## src/rtl/fetch_pkg.sv

```systemverilog
// rtl/fetch_pkg.sv - shared state encoding and constants for the instruction fetch unit
package fetch_pkg;

   typedef enum logic [1:0] {
      IDLE  = 2'd0,
      FETCH = 2'd1,
      DONE  = 2'd2,
      FAULT = 2'd3
   } fetch_state_t;

   localparam logic [31:0] NOP_INSTR              = 32'h00000013;
   localparam int          DEFAULT_TIMEOUT_CYCLES = 255;

endpackage

```

## src/rtl/fetch_watchdog.sv

```systemverilog
// rtl/fetch_watchdog.sv - counts consecutive stalled fetch cycles and flags the limit
// Only instantiated when FETCH_TIMEOUT_EN is defined.
module fetch_watchdog
   import fetch_pkg::*;
#(
   parameter int TIMEOUT_CYCLES = DEFAULT_TIMEOUT_CYCLES
) (
   input  logic clk,
   input  logic nRST,
   input  logic count_en,
   input  logic clear,
   output logic expired
);

   localparam logic [7:0] LAST_COUNT = 8'(TIMEOUT_CYCLES - 1);

   logic [7:0] r_count;

   // expired fires during the stalled cycle that completes the limit
   assign expired = count_en && (r_count == LAST_COUNT);

   always_ff @(posedge clk or negedge nRST) begin
      if (!nRST) begin
         r_count <= '0;
      end else if (clear) begin
         r_count <= '0;
      end else if (count_en && !expired) begin
         r_count <= r_count + 8'd1;
      end
   end

endmodule

```

## src/rtl/instr_fetch.sv

```systemverilog
// rtl/instr_fetch.sv - single-outstanding instruction fetch FSM with sticky fault flag
// Define FETCH_TIMEOUT_EN to add a watchdog on continuous mem_busy.
module instr_fetch
   import fetch_pkg::*;
#(
   parameter int TIMEOUT_CYCLES = DEFAULT_TIMEOUT_CYCLES
) (
   input  logic        clk,
   input  logic        nRST,
   input  logic [31:0] PCaddr,
   input  logic        fetch_en,
   output logic        iready,
   output logic [31:0] instruction,
   output logic [31:0] mem_addr,
   output logic        mem_ren,
   input  logic [31:0] mem_rdata,
   input  logic        mem_busy,
   output logic        fetch_fault
);

   if (TIMEOUT_CYCLES < 1 || TIMEOUT_CYCLES > 255) begin : g_bad_timeout
      $error("TIMEOUT_CYCLES must be within 1..255");
   end

   fetch_state_t r_state;
   fetch_state_t w_next_state;
   logic [31:0]  r_addr_q;
   logic [31:0]  r_instruction;
   logic         w_latch;
   logic         w_load;

`ifdef FETCH_TIMEOUT_EN
   logic w_expired;
   logic w_wd_count_en;
   logic w_wd_clear;

   assign w_wd_count_en = (r_state == FETCH) && mem_busy;
   assign w_wd_clear    = !w_wd_count_en;

   fetch_watchdog #(
      .TIMEOUT_CYCLES (TIMEOUT_CYCLES)
   ) u_watchdog (
      .clk      (clk),
      .nRST     (nRST),
      .count_en (w_wd_count_en),
      .clear    (w_wd_clear),
      .expired  (w_expired)
   );
`endif

   always_comb begin
      w_next_state = r_state;
      w_latch      = 1'b0;
      w_load       = 1'b0;
      case (r_state)
         IDLE: begin
            if (fetch_en) begin
               if (PCaddr[1:0] == 2'b00) begin
                  w_next_state = FETCH;
                  w_latch      = 1'b1;
               end else begin
                  w_next_state = FAULT;
               end
            end
         end
         FETCH: begin
            // a PC redirect while the bus was busy makes the returned word stale
            if (!mem_busy) begin
               if (PCaddr == r_addr_q) begin
                  w_next_state = DONE;
                  w_load       = 1'b1;
               end else begin
                  w_next_state = IDLE;
               end
            end
`ifdef FETCH_TIMEOUT_EN
            else if (w_expired) begin
               w_next_state = FAULT;
            end
`endif
         end
         DONE:    w_next_state = IDLE;
         FAULT:   w_next_state = FAULT;
         default: w_next_state = IDLE;
      endcase
   end

   always_ff @(posedge clk or negedge nRST) begin
      if (!nRST) begin
         r_state       <= IDLE;
         r_addr_q      <= '0;
         r_instruction <= NOP_INSTR;
      end else begin
         r_state <= w_next_state;
         if (w_latch) begin
            r_addr_q <= PCaddr;
         end
         if (w_load) begin
            r_instruction <= mem_rdata;
         end
      end
   end

   assign iready      = (r_state == DONE);
   assign mem_ren     = (r_state == FETCH);
   assign fetch_fault = (r_state == FAULT);
   assign mem_addr    = r_addr_q;
   assign instruction = r_instruction;

endmodule

```

## config.mk

```make
export PLATFORM = sky130hd
export DESIGN_NAME = instr_fetch
export DESIGN_NICKNAME = d
export VERILOG_FILES = /design/src/rtl/fetch_pkg.sv /design/src/rtl/fetch_watchdog.sv /design/src/rtl/instr_fetch.sv
export SDC_FILE = /design/constraint.sdc
export NUM_CORES = 1
export LEC_CHECK = 0
export CAP_MARGIN = 25
export CORE_MARGIN = 1
export CORE_UTILIZATION = 42
export CTS_BUF_LIST = sky130_fd_sc_hd__clkbuf_8
export CTS_CLUSTER_SIZE = 25
export DETAILED_ROUTE_END_ITERATION = 10
export PLACE_DENSITY = 0.8
export SLEW_MARGIN = 5
export SYNTH_ARGS = -nofsm -noshare
export SYNTH_HDL_FRONTEND = slang
export SYNTH_SLANG_ARGS = --single-unit
```

## constraint.sdc

```tcl
create_clock -name clk -period 2.5 [get_ports clk]
set_clock_uncertainty 0.2 [all_clocks]
set_input_delay 0.25 -clock clk [delete_from_list [all_inputs] [get_ports clk]]
set_output_delay 0.25 -clock clk [all_outputs]
set_load 0.03 [all_outputs]
```

==> results by group <==
Power
  – Sequential power share: roughly 35%
  – Switching Share: approximately a third
  – PwrDens: roughly 970 nW/um^2
  – Clock power share: between 20% and 30%
  – Comb pwr share: between 40% and 50%
  – Tot Pwr: about 4.5 mW
  – Leak: 2.08 nW
  – Internal: just under 3 mW
  – Sw power: approximately 1.6 mW
  – Peak VDD IR: between 0.4 and 0.5 mV

Floorplan
  – Initial core utilization: between 40% and 50%
  – Die H: between 80 and 90 um
  – Die area: ~7200 um^2
  – Die width: between 80 and 90 um
  – Top Ports: 135
  – Core Area: 6490 um^2
  – # rows: 29

Worst setup path
  – Worst path arrival time: 2.40 ns
  – Setup Crit Path Kind: reg2reg
  – Crit path max fanout: 7
  – Startpoint Class: flip-flop
  – CP required: between 2 and 3 ns
  – CP Capture Type: flip-flop
  – R2r setup slk: 0.12 ns

Place
  – Pre-CTS setup slack: -0.314 ns
  – IO Port Bufs: between 100 and 150
  – Final GP Congestion: approximately 0.80
  – Dpl hpwl: 5000 um
  – DP Area: 4360 um^2

Clocking
  – Clk buf depth: 2
  – Clk sinks: between 60 and 70
  – H-tree levels: 3
  – CTS tree: built
  – Worst-Skew Late Latency: 0.33 ns
  – Root buf cell: clkbuf_8
  – CTS clk-pin slew, worst paths: around 0.07 ns
  – Total CTS buffers: 9

Synthesis
  – Yosys Warn Count: 0
  – Async S/R FF share, synth: between 90% and 100%
  – Mapped Area: 2900 um^2
  – EDFF count, synth: 0
  – Mean Syn Cell Area: between 10 and 15 um^2
  – Synth Net Count: 270
  – Synth Register Bits: 66
  – Cells after synthesis: just under 200
  – Share of the yosys chip area belonging to registers: a little under three fifths
  – Dominant synthesized flop cell: dfrtp_1
  – Post-synth cell types: 23

Global routing
  – Largest net degree at the start of global routing: 42
  – Gr busiest metal: met2
  – GRT Total Usage: roughly a fifth
  – GR met1 Demand/Resource: between 20% and 30%
  – Initial antenna violation count: 0
  – Met3 Use GR: between 8 and 9%
  – Gr ovfl total: 0
  – Met2 Usage GRT: between 30% and 40%
  – Vias in the first global route: approximately 2,200
  – First-pass GRT wire length: around 11,000 um

Timing
  – FMAX: around 420 MHz
  – Final Hold Vio Count: 0
  – Pins Over Slew Limit: 0
  – Final WS setup: 0.119 ns
  – Setup-failing EPs final: 0
  – Crit share post-route: between 90% and 100%
  – Slew Limit Headroom: approximately three fifths
  – Worst-Margin Slew: 0.611 ns
  – Final Critical Period: 2.38 ns

Final layout
  – Ant. Diodes: 0
  – Most common cell after layout, fill and taps aside: clkdlybuf4s50_1
  – Area Growth Syn to Fin: 61.2%
  – Fin util: between 70 and 80%
  – Share of layout cells above drive strength 1: 26.3%
  – Commonest non-fill, non-tap cells in the layout: 133 x clkdlybuf4s50_1, 63 x dfrtp_1, 59 x mux2_2
  – Nets: 421
  – Cell area after layout: 4670 um^2

Run status
  – Status: finished clean

Routing
  – Antenna Violating Nets Remaining: 0
  – WL/cell: approximately 16 um
  – Drt via density: 4.87
  – Via count: between 2,000 and 2,500
  – First-pass iteration count of the detailed router: 4
  – Post-Route WL: slightly below 7000 um
  – DR iter-0 viols: 35
  – Drt drc: 0

Flow run
  – MaxCap Viol Count: 0

Worst hold path
  – HP Class: in2async
[flip-flops by register name, indices dropped and copies added (netlist names)]
register     flops
r_state          2
mem_addr        32
instruction     32
[synthesized netlist by cell type (3+ instances only)]
cell | count | area [um^2]
buf_1 | 3 | 11.3
buf_6 | 3 | 33.8
dfrtp_1 | 63 | 1580
dfstp_2 | 3 | 78.8
ha_1 | 4 | 50.1
inv_1 | 3 | 11.3
mux2_1 | 3 | 33.8
mux2_2 | 59 | 664
nor4_1 | 7 | 43.8
xor2_1 | 31 | 272
[critical path, cell delays in order (launching register included)]
cell     delay, ns
dfrtp_1       0.41
xor2_1        0.18
nor4_2        0.31
nand3_1       0.20
nor4_4        0.28
buf_4         0.19
buf_4         0.18
mux2_2        0.34
[cell type report]
class	count	area (um^2)
inverter	3	11.3
fill	472	1830
clock inverter	5	101
timing repair buffer	147	1460
sequential	66	1660
clock buffer	11	151
multi-input combinational	122	1190
tap	77	96.3
[power by group through the flow]
stage,logic (mW),clock network [mW],registers (mW)
6_report,1.86,1.11,1.56
5_1_grt,1.98,1.20,1.60
4_1_cts,1.86,1.14,1.56
3_5_place_dp,1.85,0,1.58
3_3_place_gp,1.83,0,1.56
2_1_floorplan,0.568,0,2.04
[through the flow]
stage / setup TNS [ns] / cells / hold WS (ns)
global placement: -7.95 / 411 / 0.0878
detailed placement: -9.01 / 411 / 0.0963
global route: -0.00994 / 431 / 0.287
finish: 0 / 431 / 0.262
CTS: -0.00715 / 428 / 0.265
floorplan: 0 / 198 / -0.246
[cells by family (layout without fill, tap and decap cells)]
kind of cell	Yosys count	in the layout	share of synthesized area, %
adders and majority gates	4	4	1.73
DFF	66	66	57.2
xor gates and xnor gates	32	32	9.68
buffers and inverters	10	166	2.07
and+or+nand+nor	20	20	4.32
muxes	62	62	24.1
AOI/OAI and AO/OA	4	4	0.908
[worst paths after layout]
kind | end | startpoint | cells after the start
max | instruction[2]$_DFFE_PN0P_ | mem_addr[28]$_DFFE_PN0P_ | 7
min | mem_addr[28]$_DFFE_PN0P_ | nRST | 2
max reg2reg | instruction[2]$_DFFE_PN0P_ | mem_addr[28]$_DFFE_PN0P_ | 7
min reg2reg | instruction[6]$_DFFE_PN0P_ | instruction[6]$_DFFE_PN0P_ | 1
max in group asynchronous | instruction[0]$_DFFE_PN1P_ | nRST | 3
min in group clk | instruction[6]$_DFFE_PN0P_ | instruction[6]$_DFFE_PN0P_ | 1
[layer usage]
layer / vias up / share of wire (%)
li1: 989 / -
met1: 1023 / 40
met2: 82 / 50
met3: 6 / 8.8
met4: 0 / 1.0
met5: - / 0
[timing repair]
action,4_1_cts,5_1_grt
gates resized for setup,2,7
pin swaps,0,2
endpoints found under the setup margin,18,32
setup buffers,0,1
hold buffers,1,0
gates cloned,0,2
hold endpoints to repair,25,0
Power figures use the tool's default switching activity.
